**src/rtl/pipe_hazard_ctrl_pkg.sv**
```systemverilog
// Shared processor defines for the pipeline hazard controller:
// FSM state encoding, memory timeout default and the control-output bundle.
package pipe_hazard_ctrl_pkg;

   typedef enum logic [1:0] {
      RUN      = 2'd0,
      MEM_WAIT = 2'd1,
      FAULT    = 2'd2
   } state_t;

   localparam int unsigned MEM_TIMEOUT_DEFAULT = 15;

   // Pipeline control outputs as a single bundle.
   typedef struct packed {
      logic pc_en;
      logic ifid_en;
      logic idex_en;
      logic exmem_en;
      logic ifid_flush;
      logic idex_bubble;
      logic memwb_bubble;
      logic fault;
   } ctrl_t;

   // Normal cycle: everything advances, nothing is squashed.
   localparam ctrl_t CTRL_NORMAL = '{
      pc_en: 1'b1, ifid_en: 1'b1, idex_en: 1'b1, exmem_en: 1'b1,
      ifid_flush: 1'b0, idex_bubble: 1'b0, memwb_bubble: 1'b0, fault: 1'b0
   };

   // Whole pipeline frozen behind MEM, with a bubble launched into WB.
   localparam ctrl_t CTRL_FROZEN = '{
      pc_en: 1'b0, ifid_en: 1'b0, idex_en: 1'b0, exmem_en: 1'b0,
      ifid_flush: 1'b0, idex_bubble: 1'b0, memwb_bubble: 1'b1, fault: 1'b0
   };

endpackage

```
**src/rtl/pipe_hazard_ctrl_hazard_detect.sv**
```systemverilog
// Load-use hazard compare: the load in EX writes a register that the
// instruction in ID is about to read. Purely combinational.
module hazard_detect (
   input  logic       EX_MemRead,
   input  logic [4:0] EX_RegRd,
   input  logic [4:0] ID_RegRs1,
   input  logic [4:0] ID_RegRs2,
   input  logic       ID_UsesRs2,
   output logic       load_use
);

   logic rs1_match;
   logic rs2_match;

   assign rs1_match = (EX_RegRd == ID_RegRs1);
   assign rs2_match = ID_UsesRs2 && (EX_RegRd == ID_RegRs2);
   // x0 is hardwired to zero, so a load targeting it never creates a dependency.
   assign load_use  = EX_MemRead && (EX_RegRd != 5'd0) && (rs1_match || rs2_match);

endmodule

```
**src/rtl/pipe_hazard_ctrl.sv**
```systemverilog
// Pipeline hazard controller: memory-stall FSM with timeout fault,
// branch flush, load-use stall and saturating performance counters.
module pipe_hazard_ctrl
   import pipe_hazard_ctrl_pkg::*;
#(
   parameter int unsigned CNT_W       = 32,
   parameter int unsigned MEM_TIMEOUT = MEM_TIMEOUT_DEFAULT
) (
   input  logic             clk,
   input  logic             rst,
   input  logic [4:0]       ID_RegRs1,
   input  logic [4:0]       ID_RegRs2,
   input  logic             ID_UsesRs2,
   input  logic             EX_MemRead,
   input  logic [4:0]       EX_RegRd,
   input  logic             EX_BranchTaken,
   input  logic             MEM_MemAccess,
   input  logic             dmem_ready,
   output logic             PC_en,
   output logic             IFID_en,
   output logic             IDEX_en,
   output logic             EXMEM_en,
   output logic             IFID_flush,
   output logic             IDEX_bubble,
   output logic             MEMWB_bubble,
   output logic             fault,
   output logic [CNT_W-1:0] stall_cnt,
   output logic [CNT_W-1:0] flush_cnt
);

   localparam int unsigned WAIT_W = (MEM_TIMEOUT < 1) ? 1 : $clog2(MEM_TIMEOUT + 1);
   localparam logic [WAIT_W-1:0] WAIT_LIMIT = WAIT_W'(MEM_TIMEOUT);

   state_t            state;
   state_t            next_state;
   logic [WAIT_W-1:0] wait_cnt;
   logic              mem_stall;
   logic              load_use;
   ctrl_t             ctrl;

   assign mem_stall = MEM_MemAccess && !dmem_ready;

   hazard_detect u_hazard_detect (
      .EX_MemRead (EX_MemRead),
      .EX_RegRd   (EX_RegRd),
      .ID_RegRs1  (ID_RegRs1),
      .ID_RegRs2  (ID_RegRs2),
      .ID_UsesRs2 (ID_UsesRs2),
      .load_use   (load_use)
   );

   // State register.
   always_ff @(posedge clk) begin
      if (rst) state <= RUN;
      else     state <= next_state;
   end

   // Next-state decode.
   always_comb begin
      next_state = state;
      case (state)
         RUN: begin
            if (mem_stall) next_state = MEM_WAIT;
         end
         MEM_WAIT: begin
            if (dmem_ready)               next_state = RUN;
            else if (wait_cnt == WAIT_LIMIT) next_state = FAULT;
         end
         FAULT:   next_state = FAULT;
         default: next_state = RUN;
      endcase
   end

   // Output decode; reset forces the RUN no-event decode regardless of state.
   always_comb begin
      ctrl = CTRL_NORMAL;
      if (!rst) begin
         case (state)
            RUN: begin
               if (mem_stall) begin
                  ctrl = CTRL_FROZEN;
               end else if (EX_BranchTaken) begin
                  ctrl.ifid_flush  = 1'b1;
                  ctrl.idex_bubble = 1'b1;
               end else if (load_use) begin
                  ctrl.pc_en       = 1'b0;
                  ctrl.ifid_en     = 1'b0;
                  ctrl.idex_bubble = 1'b1;
               end
            end
            MEM_WAIT: begin
               if (!dmem_ready) ctrl = CTRL_FROZEN;
            end
            FAULT: begin
               ctrl       = CTRL_FROZEN;
               ctrl.fault = 1'b1;
            end
            default: ctrl = CTRL_NORMAL;
         endcase
      end
   end

   assign PC_en        = ctrl.pc_en;
   assign IFID_en      = ctrl.ifid_en;
   assign IDEX_en      = ctrl.idex_en;
   assign EXMEM_en     = ctrl.exmem_en;
   assign IFID_flush   = ctrl.ifid_flush;
   assign IDEX_bubble  = ctrl.idex_bubble;
   assign MEMWB_bubble = ctrl.memwb_bubble;
   assign fault        = ctrl.fault;

   // Wait counter: held at zero in RUN so every MEM_WAIT entry starts fresh.
   always_ff @(posedge clk) begin
      if (rst || state == RUN) begin
         wait_cnt <= '0;
      end else if (state == MEM_WAIT && !dmem_ready && wait_cnt != WAIT_LIMIT) begin
         wait_cnt <= wait_cnt + WAIT_W'(1);
      end
   end

   // Saturating stall counter: frozen PC outside FAULT.
   always_ff @(posedge clk) begin
      if (rst) begin
         stall_cnt <= '0;
      end else if (!ctrl.pc_en && state != FAULT && stall_cnt != '1) begin
         stall_cnt <= stall_cnt + CNT_W'(1);
      end
   end

   // Saturating flush counter: one count per IF/ID flush cycle.
   always_ff @(posedge clk) begin
      if (rst) begin
         flush_cnt <= '0;
      end else if (ctrl.ifid_flush && flush_cnt != '1) begin
         flush_cnt <= flush_cnt + CNT_W'(1);
      end
   end

endmodule

```
**config.mk**
```make
export PLATFORM = sky130hd
export DESIGN_NAME = pipe_hazard_ctrl
export DESIGN_NICKNAME = d
export VERILOG_FILES = /design/src/rtl/pipe_hazard_ctrl_pkg.sv /design/src/rtl/pipe_hazard_ctrl_hazard_detect.sv /design/src/rtl/pipe_hazard_ctrl.sv
export SDC_FILE = /design/constraint.sdc
export NUM_CORES = 1
export LEC_CHECK = 0
export CAP_MARGIN = 25
export CORE_MARGIN = 2
export CORE_UTILIZATION = 49
export CTS_CLUSTER_DIAMETER = 60
export DETAILED_ROUTE_END_ITERATION = 6
export PLACE_DENSITY = 0.81
export SYNTH_ARGS = -nofsm -noshare
export SYNTH_HDL_FRONTEND = slang
export SYNTH_SLANG_ARGS = --single-unit
```
**constraint.sdc**
```tcl
create_clock -name clk -period 2.76 [get_ports clk]
set_clock_uncertainty 0.05 [all_clocks]
set_input_delay 0.69 -clock clk [delete_from_list [all_inputs] [get_ports clk]]
set_output_delay 0.69 -clock clk [all_outputs]
set_load 0.01 [all_outputs]
```
==> impl_summary.md, run 1 <==
STA
For the pin with the worst max-slew slack, the measured transition is 0.687 ns. The number of hold violations in the final report is 0. The number of max-slew violations in the final report is 0. The number of endpoints failing setup at the final stage is 0. The final critical path time including I/O delays and setup is 2.72 ns.

The worst hold slack is 0.440 ns. Setup repair after global routing could not meet its margin everywhere. The tightest slew margin relative to the limit is 54.2%.

The share of the clock period used by the worst path after layout is 98.7%. For the final routed database, the setup TNS stands at 0 ns. Static timing analysis puts the maximum clock frequency at 0.367 GHz.

Clock network
The clock transition time at the flip-flop clock pins of the worst setup and hold paths is 0.08 ns. Clock tree synthesis inserted a total of 9 buffers. The H-tree generated during clock tree synthesis spans 3 levels. The source-to-sink clock delay at the later pin of the worst-skew pair is 0.36 ns.

TritonCTS built the clock tree. The hold-fix buffer count after cts is 0. The cell at the root of the clock tree is sky130_fd_sc_hd__clkbuf_8. Clock tree synthesis found a total of 70 sinks. No sink is reached through more buffers than the 2 on the longest clock path.

Floorplanning
The area of the core is 6870 um^2. The die height is about 89 um. The boundary pin count is 94. The floorplan step set the die width to 88.7 um. The initial cell density of the core is 51.1%. The floorplan step defined a die boundary enclosing just under 8000 um^2. The number of core rows is 30.

Logic synthesis
By count the netlist is led by 70 x sky130_fd_sc_hd__dfxtp_1, 63 x sky130_fd_sc_hd__nor2_1, 32 x sky130_fd_sc_hd__xor2_1, 30 x sky130_fd_sc_hd__nand2_1. The number of flops mapped to enable cells by yosys is 0. After synthesis, the cell types taking the most area are sky130_fd_sc_hd__dfxtp_1 40%, sky130_fd_sc_hd__xor2_1 8.0%, sky130_fd_sc_hd__nor2_1 6.7%, sky130_fd_sc_hd__a21oi_1 4.0%, sky130_fd_sc_hd__nand3_1 4.0%. The most used flip-flop cell after synthesis is sky130_fd_sc_hd__dfxtp_1.

By instance count, the leading cell after synthesis is sky130_fd_sc_hd__dfxtp_1. After synthesis, the netlist uses 44 different library cells. The synthesized netlist occupies a cell area of 3510 um^2. The register bit total from synthesis is 70. Synthesis produced a netlist with a net count of around 460. The count of synthesis-stage warnings from yosys is 0.

For this run, the register share of the synthesized area comes to between 30% and 40%. The average footprint of a synthesized cell is 8.17 um^2. Synthesis produced a netlist whose cell count is 430. The synthesized design spends more area on one cell type than any other, namely sky130_fd_sc_hd__dfxtp_1. The async set-or-reset flop fraction in the synthesized netlist is 0%. The area share of the leading cell type in the synthesized netlist is about two fifths.

Global routing
The number of antenna violations at the first check in global routing is 0. The number of global-route vias before repair came to 3444. The global routing usage summed across all routing layers is 26.0%.

The first global-routing pass estimated 16200 um of wire. Entering global routing, the biggest net connects 66 pins. Global routing finished with a remaining overflow of 0.

Placed design
The congestion estimate from routability-driven global placement came to 0.845. The number of buffer cells added on primary ports is 93. The placed instances occupy a cell area of 4700 um^2. Summed over all nets, the half-perimeter wirelength after detailed placement is between 6000 and 7000 um. Once placement completed, the tool counted placed cells totaling 630.

Setup path
At the worst endpoint, the required time is 2.02 ns. Data on the critical path arrives at its endpoint at 1.98 ns. Of all nets on the critical path, the largest fanout is 4. The startpoint kind of the worst setup timing path is an input port. The classification of the worst setup path is in -> out. STA classifies the critical path endpoint as a primary output.

Outcome
The flow ran to the end, and the final reports show no timing, DRC or antenna violations.

Routing
The total routed wirelength is 9730 um. Before antenna repair, the detailed router went through 4 iterations. The first routing iteration left roughly 130 violations. For this run, design rule violations remaining after detail routing come to 0. The average detailed-routed wire length per instance is between 10 and 15 um. The final route contains 3609 vias. The count of nets left with antenna violations once routing finished came out at 0.

The routed via count divided by cell count is 5.55.

Layout
The multi-input logic area is 2070 um^2. Registers take 1400 um^2. Measured on the finished design, the core utilization comes to 73.1%. The cell area after layout is 5020 um^2.

Compared with the post-synthesis result, the final layout area differs by 42.8%. The finished layout holds 650 standard cells, fillers aside. The final layout contains 574 nets. After filler insertion, the fill cell instance count of the layout stands at around 540.

The post-route netlist has 14.3% of its cells at a drive strength greater than 1.

Power
The internal power of the cells totals 1720 uW. The power per cell area is 446 nW/um^2. Per report_power, the combinational group accounts for 8.1% of the total.

For this design the static power due to leakage is around 0.0018 uW. The maximum vdd drop is approximately 0.39 mV. The analysis attributes to net switching a power of 513 uW. The switching power as a share of total power is 23.0%.

The portion of total power attributed to the clock network is 46.2%. Registers are responsible for 45.7% of the overall power.

Flow run
The number of maximum-capacitance constraint violations is 0.

Min path
The path class of the lowest-slack min-delay path is reg -> reg.
layout make-up:
type | instances | share of cell area (%)
tap | 96 | 2.39
clock inverter | 5 | 2.12
sequential | 70 | 27.9
antenna | 1 | 0.0499
inverter | 7 | 0.524
clock buffer | 10 | 2.74
multi-input combinational | 335 | 41.2
timing repair buffer | 126 | 23.0
stage by stage:
stage          setup slack, ns  total power, uW
6_report                0.0359             2240
5_1_grt                -0.0477             2300
2_1_floorplan            0.139             1120
4_1_cts                -0.0789             2230
3_5_place_dp            -0.740             1220
3_3_place_gp            -0.663             1210
placed cells by master, fill, tap and decap left out, types with 14 or more instances in the layout:
cell / Yosys / routed
sky130_fd_sc_hd__clkdlybuf4s50_1: 0 / 69
sky130_fd_sc_hd__o21ai_0: 18 / 17
sky130_fd_sc_hd__dfxtp_1: 70 / 70
sky130_fd_sc_hd__or4_1: 15 / 14
sky130_fd_sc_hd__nand4_1: 17 / 17
sky130_fd_sc_hd__a21oi_1: 28 / 27
sky130_fd_sc_hd__buf_4: 4 / 30
sky130_fd_sc_hd__xor2_1: 32 / 31
sky130_fd_sc_hd__nand2_1: 30 / 30
sky130_fd_sc_hd__nand3_1: 28 / 28
sky130_fd_sc_hd__nor2_1: 63 / 61
per-layer routing:
metal | part of all wire, % | global-route usage (%) | vias to the layer above
li1 | - | - | 1783
met1 | 42 | 30.3 | 1708
met2 | 51 | 45.3 | 98
met3 | 4.7 | 6.34 | 20
met4 | 2.2 | 11.3 | 0
met5 | 0 | 0 | -
power by group through the flow:
stage	Clock, uW	Combinational [uW]	Sequential (uW)
2_1_floorplan	0	77.8	1040
3_3_place_gp	0	166	1040
3_5_place_dp	0	171	1050
4_1_cts	1040	170	1020
5_1_grt	1080	193	1020
6_report	1030	181	1020
worst max-delay path, cell delays in order:
cell	delay [ns]
sky130_fd_sc_hd__clkdlybuf4s50_1	0.48
sky130_fd_sc_hd__nor2_2	0.14
sky130_fd_sc_hd__o21ai_1	0.09
sky130_fd_sc_hd__a21oi_2	0.20
sky130_fd_sc_hd__inv_1	0.09
sky130_fd_sc_hd__dlygate4sd2_1	0.29
worst paths after layout:
kind	from	to	slack, ns	cells after the start
hold / removal	stall_cnt[23]	stall_cnt[23]	0.44	2
hold reg to reg	stall_cnt[23]	stall_cnt[23]	0.44	2
setup reg to reg	flush_cnt[11]	flush_cnt[31]	0.32	7
setup / recovery	dmem_ready	EXMEM_en	0.04	6
what timing repair did:
action                     4_1_cts  5_1_grt
setup buffers                    5        0
resized for setup               36       31
setup endpoints to repair       27       31
pin swaps                        6       15
flip-flops by register name (all words and copies together) (netlist names):
register   count
wait_cnt       4
flush_cnt     32
stall_cnt     32
state          2
kinds of logic (layout without fill, tap and decap cells):
| family | after synthesis | in the layout | share of synthesized area (%) |
|---|---|---|---|
| buf+inv | 25 | 148 | 3.35 |
| compound gates | 71 | 71 | 12.0 |
| flops | 70 | 70 | 39.9 |
| xor+xnor | 43 | 43 | 10.7 |
| simple gates | 212 | 212 | 31.2 |
| mux | 6 | 6 | 1.78 |
| other cells | 0 | 1 | 0 |
| fa+ha+maj | 3 | 3 | 1.07 |
Power figures use the tool's default switching activity.
==> run 2: changes to the inputs <==
--- a/config.mk
+++ b/config.mk
@@ -7,10 +7,10 @@
 export LEC_CHECK = 0
 export CAP_MARGIN = 25
 export CORE_MARGIN = 2
-export CORE_UTILIZATION = 49
+export CORE_UTILIZATION = 47
 export CTS_CLUSTER_DIAMETER = 60
 export DETAILED_ROUTE_END_ITERATION = 6
-export PLACE_DENSITY = 0.81
+export PLACE_DENSITY = 0.78
 export SYNTH_ARGS = -nofsm -noshare
 export SYNTH_HDL_FRONTEND = slang
 export SYNTH_SLANG_ARGS = --single-unit
==> impl_summary.md, run 2 (synthesized netlist as in run 1, its figures left out) <==
Outcome
The flow ran to the end, and the final reports show no timing, DRC or antenna violations.

Floorplanning
The die covers 8180 um^2. After floorplanning, the core was divided into 31 placement rows. The initial cell density of the core is 48.4%. The die is 90.5 um wide. In this run the count of I/O pins placed on the die edge is 94. The die height is approximately 90 um.

The area of the core is 7250 um^2.

Setup path
Data arrives at the worst endpoint at 1.99 ns. Data on the critical path is required at its endpoint by roughly 2.0 ns. The startpoint kind of the worst setup timing path is an input port. In this run the critical register-to-register path is captured at stall_cnt[1].

The count of cells along the worst register-to-register path is 9. Along the worst path, the maximum fanout reaches 3. The startpoint identified for the worst register-to-register timing path is stall_cnt[4].

The critical path is of the in -> out type. The type of element capturing the critical path is a primary output. For flop-to-flop paths, the worst setup slack is roughly 0.24 ns.

Clock network
The cell at the root of the clock tree is sky130_fd_sc_hd__clkbuf_8. Clock latency on the worst-skew pair, taken at its later pin, is 0.34 ns. The total CTS buffers is 9. The number of sinks handled by clock tree synthesis is 70. The H-tree depth is 3. The longest clock path from root to sink contains 2 buffers.

TritonCTS built the clock tree. Clock-pin slew was measured on the worst setup and hold paths at 0.07 ns.

Min path
The worst hold path belongs to the class reg -> reg. The critical hold path startpoint is stall_cnt[23]. Along the worst hold path, the cell count comes to 2. The worst hold path terminates at stall_cnt[23].

STA
Measured against its own limit, the worst slew margin works out to 54.5%. The worst-margin pin slew is 0.683 ns. The maximum operating frequency is about 0.37 GHz. The final critical path time including I/O delays and setup is 2.73 ns. Summed over all failing endpoints, the final setup total negative slack is 0 ns. Setup repair after global routing could not meet its margin everywhere.

The number of hold violations in the final report is 0. The number of max-slew violations in the final report is 0. In the finished design, the share of the clock period the worst path needs comes to between 90% and 100%. Setup violations remaining at the end of the flow were counted as 0.

Placed design
Input and output buffers added on the ports amount to 93. The placed standard-cell area is 4660 um^2. Routability-driven placement finished with a final weighted congestion of roughly 0.89. Detailed placement ended at an HPWL of 6850 um.

Power
For this design the static power due to leakage is 0.00169 uW. VDD sags by at most around 0.35 mV. For this design the ratio of total power to cell area is approximately 430 nW/um^2.

Global routing
The largest net degree at the start of global routing is 66. The number of antenna violations at the first check in global routing is 1. In the global route stage, overall resource usage came out at 23.4%. The leftover overflow at the end of global routing is 0. The first-pass GRT wire length is 16100 um. The number of global-route vias before repair came to 3458.

Routing
Summed over all layers, the routed wires come to 9700 um. The number of DRC violations after detailed-routing iteration 0 is between 150 and 200. The DRC violation count after routing is 0.

The routed via count divided by cell count is 5.63. Once detail routing completed, the nets flagged for antenna violations numbered 0. Detailed routing inserted a total of roughly 3.7k vias. In the final routed layout, each cell accounts on average for 14.9 um.

The number of optimization iterations in the first detailed-route pass is 4.

Layout
In the final layout, the share of cells above drive strength 1 is 12.9%. The largest registers in the layout are flush_cnt x32, stall_cnt x32, wait_cnt x4. The growth of design area from synthesis to finish is 40.2%. The cell area after layout is 4920 um^2.

Leaving out fill and tap cells, the most frequent cells in the layout are 70 x sky130_fd_sc_hd__dfxtp_1, 70 x sky130_fd_sc_hd__clkdlybuf4s50_1, 62 x sky130_fd_sc_hd__nor2_1. The number of filler cells placed in the layout is 594. For this run, the post-layout net count is 571.

Flow run
Max-cap violations in this run came to 0.
run 2: through the flow:
step / hold slack (ns) / cells / power, uW / setup WS [ns] / util, %
floorplan: 0.438 / 430 / 1120 / 0.139 / -
global placement: 0.435 / 629 / 1200 / -0.642 / 64.2
detailed placement: 0.447 / 629 / 1210 / -0.744 / 64.2
CTS: 0.459 / 648 / 2090 / 0.00337 / 67.0
global route: 0.471 / 651 / 2170 / -0.0507 / 67.9
finish: 0.461 / 651 / 2100 / 0.0282 / 67.9
run 2: metal layers:
| metal | track usage [%] | part of all wire, % | vias to the layer above |
|---|---|---|---|
| li1 | - | - | 1780 |
| met1 | 29.8 | 44 | 1738 |
| met2 | 39.6 | 48 | 124 |
| met3 | 3.92 | 5.0 | 21 |
| met4 | 8.72 | 2.4 | 0 |
| met5 | 0 | 0 | - |
run 2: how the worst max path moves through the flow:
stage | start | to | depth (start not counted)
2_1_floorplan | EX_RegRd[1] | PC_en | 5
3_3_place_gp | EX_RegRd[1] | PC_en | 6
3_5_place_dp | EX_RegRd[3] | PC_en | 6
4_1_cts | EX_RegRd[4] | PC_en | 6
5_1_grt | EX_RegRd[4] | stall_cnt[1] | 10
6_report | EX_RegRd[4] | PC_en | 8
run 2: what timing repair did:
action,CTS,global route
pin swaps,14,7
hold buffers,0,0
gates resized for setup,45,15
setup buffers,3,2
setup endpoints to repair,32,14
run 2: area by class of cell:
class                      instances  area (um^2)  area share [%]
multi-input combinational        335         2040            41.4
antenna                            1         2.50          0.0508
inverter                           7         26.3           0.534
timing repair buffer             123         1120            22.7
clock inverter                     6         86.3            1.75
sequential                        70         1400            28.5
tap                               99          124            2.52
clock buffer                      10          128            2.59
run 2: critical path: stages:
cell,delay (ns)
sky130_fd_sc_hd__clkdlybuf4s15_1,0.23
sky130_fd_sc_hd__buf_4,0.16
sky130_fd_sc_hd__xor2_1,0.14
sky130_fd_sc_hd__nor3_1,0.18
sky130_fd_sc_hd__a32oi_1,0.11
sky130_fd_sc_hd__nor2_1,0.20
sky130_fd_sc_hd__a31oi_2,0.12
sky130_fd_sc_hd__buf_2,0.16
run 2: power by group:
group	leakage, uW	internal [uW]	switching, uW
clock	0.000106	508	398
sequential	0.000564	1010	7.82
combinational	0.00102	78.6	89.0
